`config.mk`:
```
export PLATFORM = sky130hd
export DESIGN_NAME = mem_loader
export DESIGN_NICKNAME = d
export VERILOG_FILES = /design/src/rtl/mem_loader.sv
export SDC_FILE = /design/constraint.sdc
export NUM_CORES = 1
export LEC_CHECK = 0
export ABC_AREA = 1
export BUFFER_PORTS_ARGS = -buffer_cell sky130_fd_sc_hd__buf_2
export CAP_MARGIN = 20
export CORE_ASPECT_RATIO = 1.75
export CORE_MARGIN = 2
export CORE_UTILIZATION = 50
export CTS_BUF_LIST = sky130_fd_sc_hd__clkbuf_4
export CTS_CLUSTER_SIZE = 30
export DETAILED_ROUTE_END_ITERATION = 6
export PLACE_DENSITY = 0.76
export SLEW_MARGIN = 20
export SYNTH_ARGS = -nofsm -noshare
export SYNTH_HDL_FRONTEND = slang
export SYNTH_SLANG_ARGS = --single-unit
```
`constraint.sdc`:
```
create_clock -name Clk -period 2.4 [get_ports Clk]
set_input_delay 0.48 -clock Clk [delete_from_list [all_inputs] [get_ports Clk]]
set_output_delay 0.48 -clock Clk [all_outputs]
set_load 0.01 [all_outputs]
```
`src/rtl/mem_loader.sv`:
```
// Copies N_WORDS words from a program ROM into an asynchronous SRAM.
// Latency: 3+WE_CYCLES clocks per word, N_WORDS*(3+WE_CYCLES) clocks from the Start edge to Done.
// No backpressure: Start is ignored while Busy, and all SRAM strobes are registered.
module mem_loader #(
    parameter int unsigned N_WORDS   = 256,
    parameter logic [15:0] BASE      = 16'h0000,
    parameter int unsigned WE_CYCLES = 2
) (
    input  logic        Clk,
    input  logic        Reset,
    input  logic        Start,
    output logic [15:0] ROM_ADDR,
    input  logic [15:0] ROM_DATA,
    output logic [19:0] ADDR,
    output logic [15:0] Data_to_SRAM,
    output logic        Data_oe,
    output logic        CE,
    output logic        UB,
    output logic        LB,
    output logic        OE,
    output logic        WE,
    output logic        Busy,
    output logic        Done,
    output logic [15:0] Count
);

    typedef enum logic [2:0] {IDLE, FETCH, SETUP, WRITE, HOLD, DONE} state_t;

    localparam logic [16:0] LAST_IDX  = 17'(N_WORDS - 1);
    localparam logic [3:0]  WCNT_LOAD = 4'(WE_CYCLES - 1);

    state_t      state, state_nxt;
    logic [16:0] idx, idx_nxt, idx_p1;
    logic [3:0]  wcnt, wcnt_nxt;
    logic [15:0] cnt_nxt, rom_addr_nxt, dat_nxt, sram_word;
    logic [19:0] addr_nxt;
    logic        busy_nxt, done_nxt, sel_nxt, we_nxt;

    assign idx_p1    = idx + 17'd1;
    assign sram_word = BASE + idx[15:0];

    always_comb begin
        state_nxt    = state;
        idx_nxt      = idx;
        wcnt_nxt     = wcnt;
        cnt_nxt      = Count;
        rom_addr_nxt = ROM_ADDR;
        addr_nxt     = ADDR;
        dat_nxt      = Data_to_SRAM;
        busy_nxt     = Busy;
        done_nxt     = Done;
        case (state)
            IDLE, DONE: begin
                if (Start) begin
                    state_nxt    = FETCH;
                    idx_nxt      = 17'd0;
                    cnt_nxt      = 16'd0;
                    rom_addr_nxt = 16'd0;
                    busy_nxt     = 1'b1;
                    done_nxt     = 1'b0;
                end
            end
            FETCH: begin
                state_nxt = SETUP;
                addr_nxt  = {4'b0000, sram_word};
            end
            SETUP: begin
                // ROM word for this index is stable by the end of SETUP
                state_nxt = WRITE;
                dat_nxt   = ROM_DATA;
                wcnt_nxt  = WCNT_LOAD;
            end
            WRITE: begin
                if (wcnt == 4'd0) begin
                    state_nxt = HOLD;
                    cnt_nxt   = Count + 16'd1;
                end else begin
                    wcnt_nxt = wcnt - 4'd1;
                end
            end
            HOLD: begin
                if (idx == LAST_IDX) begin
                    state_nxt = DONE;
                    busy_nxt  = 1'b0;
                    done_nxt  = 1'b1;
                end else begin
                    state_nxt    = FETCH;
                    idx_nxt      = idx_p1;
                    rom_addr_nxt = idx_p1[15:0];
                end
            end
            default: state_nxt = IDLE;
        endcase
        // Strobes decoded from the next state and registered, so they never glitch
        sel_nxt = (state_nxt == SETUP) || (state_nxt == WRITE) || (state_nxt == HOLD);
        we_nxt  = (state_nxt != WRITE);
    end

    always_ff @(posedge Clk) begin
        if (Reset) begin
            state        <= IDLE;
            idx          <= 17'd0;
            wcnt         <= 4'd0;
            Count        <= 16'd0;
            ROM_ADDR     <= 16'd0;
            ADDR         <= 20'd0;
            Data_to_SRAM <= 16'd0;
            Data_oe      <= 1'b0;
            CE           <= 1'b1;
            UB           <= 1'b1;
            LB           <= 1'b1;
            OE           <= 1'b1;
            WE           <= 1'b1;
            Busy         <= 1'b0;
            Done         <= 1'b0;
        end else begin
            state        <= state_nxt;
            idx          <= idx_nxt;
            wcnt         <= wcnt_nxt;
            Count        <= cnt_nxt;
            ROM_ADDR     <= rom_addr_nxt;
            ADDR         <= addr_nxt;
            Data_to_SRAM <= dat_nxt;
            Data_oe      <= sel_nxt;
            CE           <= ~sel_nxt;
            UB           <= ~sel_nxt;
            LB           <= ~sel_nxt;
            OE           <= 1'b1;
            WE           <= we_nxt;
            Busy         <= busy_nxt;
            Done         <= done_nxt;
        end
    end

endmodule

```
### Yosys cells after proc, flatten, opt, wreduce, memory -nomap -nowiden

Cells that the tools add are included.

| storage, ports and cells | value |
|---|---|
| logic and storage cells | 63 |
| input port bits | 19 |
| register bits | 93 |
| output and inout bits | 76 |

| cells by class | value |
|---|---|
| equality and inequality tests | 15 |
| $add $sub $neg | 3 |
| multiplexer cells | 20 |
| reductions and logical operators | 12 |
| bitwise logic cells | 1 |

Operator list:

| operator | number |
|---|---|
| 16-bit one-hot mux with 2 select lines | 2 |
| 16-bit 2-to-1 mux | 3 |
| 17-bit 2-to-1 mux | 2 |
| 17-bit one-hot mux with 2 select lines | 1 |
| 17-bit by 1-bit adder with 17-bit output, second input constant | 1 |
| 17-bit by 8-bit == test with 1-bit output, second input constant | 1 |
| 16-bit by 1-bit adder with 16-bit output, second input constant | 1 |
| 3-bit one-hot mux with 5 select lines | 1 |
| 3-bit by 2-bit == test with 1-bit output, second input constant | 4 |
| 2-bit inequality test, second input constant | 5 |
| 3-bit == test, second input constant | 3 |
| 3-bit 2-to-1 mux | 3 |
| 3-bit AND reduction | 3 |
| 4-bit one-hot mux with 2 select lines | 1 |
| 2-bit nonzero test | 3 |
| 4-bit zero test | 1 |
| 1-bit 2-to-1 mux | 4 |
| 4-bit 2-to-1 mux | 1 |
| 1-bit one-hot mux with 2 select lines | 2 |
| 4-bit by 1-bit subtractor with 4-bit output, second input constant | 1 |
| 3-bit by 1-bit == test with 1-bit output, second input constant | 1 |
| 3-bit zero test | 1 |
| 3-bit by 2-bit inequality test with 1-bit output, second input constant | 1 |
| 1-bit logical OR | 2 |
| other kinds (3) | 3 |

### Logic depth before layout (Yosys ltp)

Gate-level depths: netlist of run 1.

| logic depth | value |
|---|---|
| depth in word-level cells | 7 |
| gate-level depth with buffers | 10 |
| depth with buffers taken out | 10 |

### Worst setup path after synthesis of run 1

Ideal clock, no wire load.

| timing | value |
|---|---|
| path kind | flip-flop to flip-flop |
| start | register, netlist name ROM_ADDR[0] |
| end | register ROM_ADDR[11] |
| setup slack | 0.787 ns |
| data required time | 2.330 ns |
| library setup time | 0.070 ns |
| arrival time | 1.543 ns |
| path buffers | 1 |
| cell stages (with the launch flop) | 10 |
| clock period less this slack | 1.613 ns |
| cells stage by stage | dfxtp_1 -> ha_1 -> nand2_2 -> nor2_4 -> nand2_2 -> nand3b_4 -> nand2_4 -> buf_6 -> nand2_1 -> a21oi_1 |

RTL lines:

| element | RTL line | source |
|---|---|---|
| to (signal assigned) | 121 | `ROM_ADDR <= rom_addr_nxt;` |
| to (decl) | 12 | `output logic [15:0] ROM_ADDR,` |

==> metrics, run 1 <==
outcome finished, final reports clean; largest family of logic cells by synthesized area simple AND/OR/NAND/NOR gates; maximum VDD drop 0.540 mV; DR pass1 iterations 5; xor/xnor cell area share of the yosys netlist 0.233%; TritonCTS buffer count 9; CP Launch Type flop; largest net degree at the start of global routing 51; adder-cell share of the synthesized area 0.998%; layout cells sized above 1 21.9%; slowest CP cell dfxtp_1; mux contribution to synthesized area 0%; Compound-Gate Fraction of Synth Area 12.8%; Tightest Pin Transition 0.668 ns; Final Hold Viols 0; die height 119 um; Worst Path Arrival 2.27 ns; Area Growth Syn to Fin 12.8%; TritonCTS clock tree done; Pwr per Cell Area 821 nW/um^2; TritonCTS Sinks 77; GPL Wtd Cong 0.900; RSZ-0062 raised after global routing false; row count 41; I/O pin count 95; dpl hpwl 6880 um; Placed Area 4100 sq um; Seq cells post-synth 77; CP max FO 18; I/O Buffers 89; Die Wd 69.6 um; vias 3713; sequential share of the synthesized area 41.0%; f_max 0.529 GHz; Setup violations, final 0; GRT Resource Usage Total 23.0%; Slew HR 55.4%; vias in the first global route 3568; final setup skew 0.0118 ns; hold buffers post-CTS 0; first-pass GRT wire length 15400 um; Synth Area in Simple Gates 33.6%; Worst Hold Class input port to flop; Setup WS pre-CTS 0.545 ns; Clock Pin Slew Worst Setup and Hold Paths 0.13 ns; number of warnings issued by yosys 0; n_diodes 0; period utilization 78.8%; routed len/inst 13.2 um; WHS 0.240 ns; design area 4250 sq um; buffer depth of the longest clock path 2; final wirelength 9250 um; core area 7230 sq um; Mapped Avg Cell Area 6.98 sq um; Max H-tree Level 3; Critical Path, Cell by Cell ha_1 > nand2_2 > nor2_4 > nand2_2 > nand3b_4 > nand2_4 > inv_1 > nor2_1 > nor2_1; Initial Util 52.0%; Clock Latency Late Sink 0.47 ns; initial antenna violation count 0; fin. max-slew vios 0; CP Data Required Time 2.78 ns; cts repair resizes 0; Routed Antenna Nets 0; Iteration-0 DRC Markers 189; CP max stage delay 0.51 ns; total global routing overflow 0; crit end category flop; crit path time final 1.89 ns; CTS root buf clkbuf_4; setup ws final 0.509 ns; Hold Path Origin ROM_DATA[4]; Synth cell types 34; CP startpoint ROM_ADDR[0]; drt drc 0; nets 630; reg2reg start ROM_ADDR[0]; maxcap violations 0; Cells after Synth 539; CP Class flop to flop; setup TNS 0 ns; Synth Cell Area 3760 sq um; via density per instance 5.31; Post-CTS Setup Bufs 0; die area 8260 sq um; P_leak 1.82 nW
==> cell usage after synthesis <==
cell type	instances	area, sq um
nor2_4	4	45.0
a31oi_1	1	6.26
nand3_1	37	185
nand4_1	14	87.6
clkbuf_1	7	26.3
a31o_2	1	8.76
conb_1	2	7.51
nor2_1	54	203
o21bai_1	3	22.5
buf_2	4	20.0
xor2_1	1	8.76
o21ai_0	16	80.1
a21oi_4	1	16.3
nor3_1	6	30.0
buf_4	23	173
dfxtp_1	77	1540
buf_1	1	3.75
buf_6	2	22.5
o22a_1	1	8.76
or2_2	3	18.8
nand2_4	1	11.3
nor2_2	2	12.5
a21boi_0	1	7.51
nand3b_4	1	20.0
ha_1	3	37.5
inv_1	43	161
o22ai_1	1	6.26
nand3b_1	2	15.0
a21oi_1	65	325
nand3_2	4	40.0
inv_2	4	15.0
and2_1	1	6.26
nand2_1	147	552
nand2_2	6	37.5
==> worst paths after layout <==
check,to,slack (ns),cells after the start
worst min-delay path,Data_to_SRAM[4],0.24,3
worst max-delay path,ROM_ADDR[1],0.51,9
worst max register to register,ROM_ADDR[1],0.51,9
worst min register to register,ADDR[9],0.47,2
==> flip-flops by register name, summed over array words and instances (netlist names) <==
register and count:
wcnt 4, state 3, ROM_ADDR 15, Data_oe 1, Busy 1, Done 1
Count 16, WE 1, idx 2, LB 1, ADDR 16, Data_to_SRAM 16
==> final cells by class <==
type | count | area (sq um)
inverter | 47 | 176
timing repair buffer | 92 | 468
fill | 732 | 2990
clock inverter | 7 | 73.8
clock buffer | 9 | 67.6
sequential | 77 | 1540
multi-input combinational | 381 | 1810
tap | 86 | 108
==> cell families (layout without fill, tap and decap cells) <==
| kind of cell | count (synthesis) | after routing |
|---|---|---|
| other cells | 2 | 5 |
| xor+xnor | 1 | 1 |
| compound gates | 90 | 90 |
| flops | 77 | 77 |
| simple gates | 282 | 282 |
| buf+inv | 84 | 155 |
| fa+ha+maj | 3 | 3 |
==> cells in the final DEF, fill, tap and decap left out <==
cell / Yosys / routed
a31oi_1: 1 / 1
clkbuf_4: 0 / 9
nor2_2: 2 / 2
nand4_1: 14 / 14
a21oi_4: 1 / 1
a31o_2: 1 / 1
clkinv_1: 0 / 1
nor2_1: 54 / 54
o21bai_1: 3 / 3
inv_2: 4 / 4
nor3_1: 6 / 6
conb_1: 2 / 5
buf_2: 4 / 89
nand2_2: 6 / 6
nand3_2: 4 / 4
a21oi_1: 65 / 65
or2_2: 3 / 3
a21boi_0: 1 / 1
xor2_1: 1 / 1
inv_6: 0 / 2
o22a_1: 1 / 1
clkinvlp_4: 0 / 3
nand3b_4: 1 / 1
bufinv_16: 0 / 1
nand3_1: 37 / 37
and2_1: 1 / 1
o22ai_1: 1 / 1
nand3b_1: 2 / 2
buf_4: 23 / 3
inv_1: 43 / 43
nand2_4: 1 / 1
ha_1: 3 / 3
nor2_4: 4 / 4
o21ai_0: 16 / 16
dfxtp_1: 77 / 77
nand2_1: 147 / 147
==> metrics by stage <==
stage | cells | total power, mW | util [%]
CTS | 699 | 3.50 | 58.7
finish | 699 | 3.48 | 58.7
global route | 699 | 3.71 | 58.7
global placement | 683 | 2.67 | 56.7
floorplan | 542 | 2.44 | -
detailed placement | 683 | 2.71 | 56.7
==> worst max-delay path, delay by kind of cell, from the launching register on <==
kind / cells / cell delay (ns)
buffers and inverters: 1 / 0.08
DFF: 1 / 0.51
and+or+nand+nor: 7 / 0.92
adders and majority gates: 1 / 0.29
==> report_power, final <==
group	internal, mW	switching (mW)
combinational	0.346	0.757
clock	0.319	0.490
sequential	1.45	0.122
total	2.11	1.37
==> metal layers <==
| layer | wire (um) | track usage (%) | part of all wire [%] | up-vias |
|---|---|---|---|---|
| li1 | - | - | - | 1859 |
| met1 | 3500 | 23.1 | 38 | 1708 |
| met2 | 4950 | 42.9 | 53 | 117 |
| met3 | 430 | 3.92 | 4.6 | 29 |
| met4 | 376 | 14.0 | 4.1 | 0 |
| met5 | 0 | 0 | 0 | - |
No activity file was read; power rests on OpenSTA's default activity.
==> run 2: changes to the inputs <==
==> constraint.sdc (replaced) <==
create_clock -name Clk -period 1.8 [get_ports Clk]
set_input_delay 0.36 -clock Clk [delete_from_list [all_inputs] [get_ports Clk]]
set_output_delay 0.36 -clock Clk [all_outputs]
set_load 0.01 [all_outputs]
==> metrics, run 2 (same netlist as run 1, synthesis figures left out) <==
outcome finished, final reports clean; Top cell by count, worst path nor2_2; CP max FO 18 (unchanged); Clock Latency Late Sink 0.44 ns (-0.03 ns); core area 7230 sq um (unchanged); fin. max-slew vios 0 (unchanged); Routed Antenna Nets 0 (unchanged); GPL Wtd Cong 0.916 (+1.8%); routed len/inst 13.3 um (+0.71%); internal cell power 2.91 mW (+37%); largest net degree at the start of global routing 36 (-29%); first-pass GRT wire length 15500 um (+0.36%); I/O Buffers 89 (unchanged); reg2reg start state[0]; final wirelength 9480 um (+2.4%); Flop pwr share 43.6% (-1.5 points); hold buffers post-CTS 0 (unchanged); Hold Crit Depth 3 (unchanged); n_diodes 0 (unchanged); row count 41 (unchanged); Area Growth Syn to Fin 15.3%; total power 4.73 mW (+36%); Combinational Power Share 34.4% (+2.7 points); switching power 1.83 mW (+33%); clock share of power 22.0% (-1.2 points); Setup violations, final 0 (unchanged); Hold Path Origin ROM_DATA[10]; setup TNS 0 ns (unchanged); FF-to-FF path depth 8 (-1); maximum VDD drop 0.726 mV (+34%); initial antenna violation count 0 (unchanged); final setup skew 0.0153 ns (+0.00351 ns); P_leak 1.89 nW (+3.8%); vias in the first global route 3413 (-4.3%); via density per instance 5.32 (+0.25%); CP Launch Type flop; r2r setup slk 0.12 ns (-0.39 ns); CP Class flop to flop; maxcap violations 0 (unchanged); die height 119 um (unchanged); Max H-tree Level 3 (unchanged); RSZ-0062 raised after global routing false; TritonCTS Sinks 77 (unchanged); nets 643 (+2.1%); TritonCTS clock tree done; Switching Share 38.6% (-0.72 points); f_max 0.597 GHz (+13%); Pwr per Cell Area 1090 nW/um^2 (+33%); Die Wd 69.6 um (unchanged); Clock Pin Slew Worst Setup and Hold Paths 0.13 ns (about the same); Worst Path Arrival 2.01 ns (-0.26 ns); Iteration-0 DRC Markers 243 (+29%); biggest regs ADDR (16), Count (16), Data_to_SRAM (16); CP Data Required Time 2.14 ns (-0.64 ns); Initial Util 52.0% (unchanged); Critical Path, Cell by Cell nor2_2 > nand2_2 > inv_2 > nor2_2 > nor2_4 > nand2_4 > o21ai_0 > nor2_1; FF-to-FF End ROM_ADDR[0]; Worst Hold Class input port to flop; CTS root buf clkbuf_4; commonest non-fill, non-tap cell in the layout nand2_1; Min-Delay Endpoint Data_to_SRAM[10]; CP max stage delay 0.39 ns (-0.12 ns); most frequent cells in the layout 147 x nand2_1, 89 x buf_2, 75 x dfxtp_1; Final Hold Viols 0 (unchanged); DR pass1 iterations 4 (-1); GRT Resource Usage Total 23.0% (+0.045 points); die area 8260 sq um (unchanged); buffer depth of the longest clock path 2 (unchanged); TritonCTS buffer count 9 (unchanged); drt drc 0 (unchanged); dpl hpwl 7110 um (+3.3%); total global routing overflow 0 (unchanged); crit end category flop; I/O pin count 95 (unchanged); vias 3786 (+2.0%); slowest CP cell dfxtp_1; period utilization 93.1% (+14 points); crit path time final 1.68 ns (-0.215 ns); layout cells sized above 1 24.0% (+2.1 points)
-- run 2: cell count changes in the layout (fill, tap and decap cells not counted), sizes merged --
cell	previous run	this run
buf	92	105
inv	49	48
clkinvlp	3	2
clkinv	1	2
-- run 2: worst max-delay path by stage --
| stage | to | depth (start not counted) | slack (ns) | startpoint |
|---|---|---|---|---|
| final | ROM_ADDR[0] | 8 | 0.12 | state[0] |
| after global routing | Count[3] | 9 | 0.02 | wcnt[0] |
| after CTS | Count[15] | 10 | 0.07 | wcnt[0] |
| after detailed placement | Count[15] | 10 | 0.1 | wcnt[0] |
| after global placement | ROM_ADDR[1] | 8 | 0.19 | ROM_ADDR[6] |
| after floorplan | ROM_ADDR[11] | 9 | 0.19 | ROM_ADDR[0] |
-- run 2: worst max-delay path, delay by kind of cell, from the launching register on --
kind,cells,cell delay (ns)
and+or+nand+nor,6,0.86
DFF,1,0.39
AOI/OAI and AO/OA,1,0.19
buffers and inverters,1,0.14
-- run 2: metrics by stage --
step | setup slack, ns | hold slack, ns | std cells | util, % | cell area (sq um)
floorplan | 0.187 | 0.452 | 542 | - | 3770
global placement | 0.189 | 0.441 | 694 | 57.9 | 4190
detailed placement | 0.0993 | 0.452 | 694 | 57.9 | 4190
CTS | 0.0728 | 0.127 | 709 | 59.7 | 4320
global route | 0.0165 | 0.126 | 711 | 60.0 | 4340
finish | 0.124 | 0.141 | 711 | 60.0 | 4340
-- run 2: area by class of cell --
type                       count  area, sq um
multi-input combinational    381         1810
sequential                    77         1540
tap                           86          108
inverter                      47          176
clock inverter                 6         63.8
timing repair buffer         105          566
clock buffer                   9         67.6
fill                         702         2900
-- run 2: layer usage --
layer	vias up	wire [um]	global-route usage [%]	part of all wire, %
met2	122	5070	41.0	53
met5	-	0	0	0
li1	1892	-	-	-
met1	1728	3510	24.7	37
met3	44	429	4.35	4.5
met4	0	475	13.7	5.0
-- run 2: power by group through the flow --
stage	Sequential [mW]	Clock, mW	Combinational, mW
after floorplan	2.19	0	1.07
after detailed placement	2.10	0	1.58
after CTS	2.06	1.06	1.58
after global routing	2.09	1.12	1.80
after global placement	2.09	0	1.54
final	2.06	1.04	1.63
-- run 2: what timing repair did --
item                       CTS  global route
setup endpoints to repair    0            14
gates resized for setup      0             4
buffers inserted             0             2
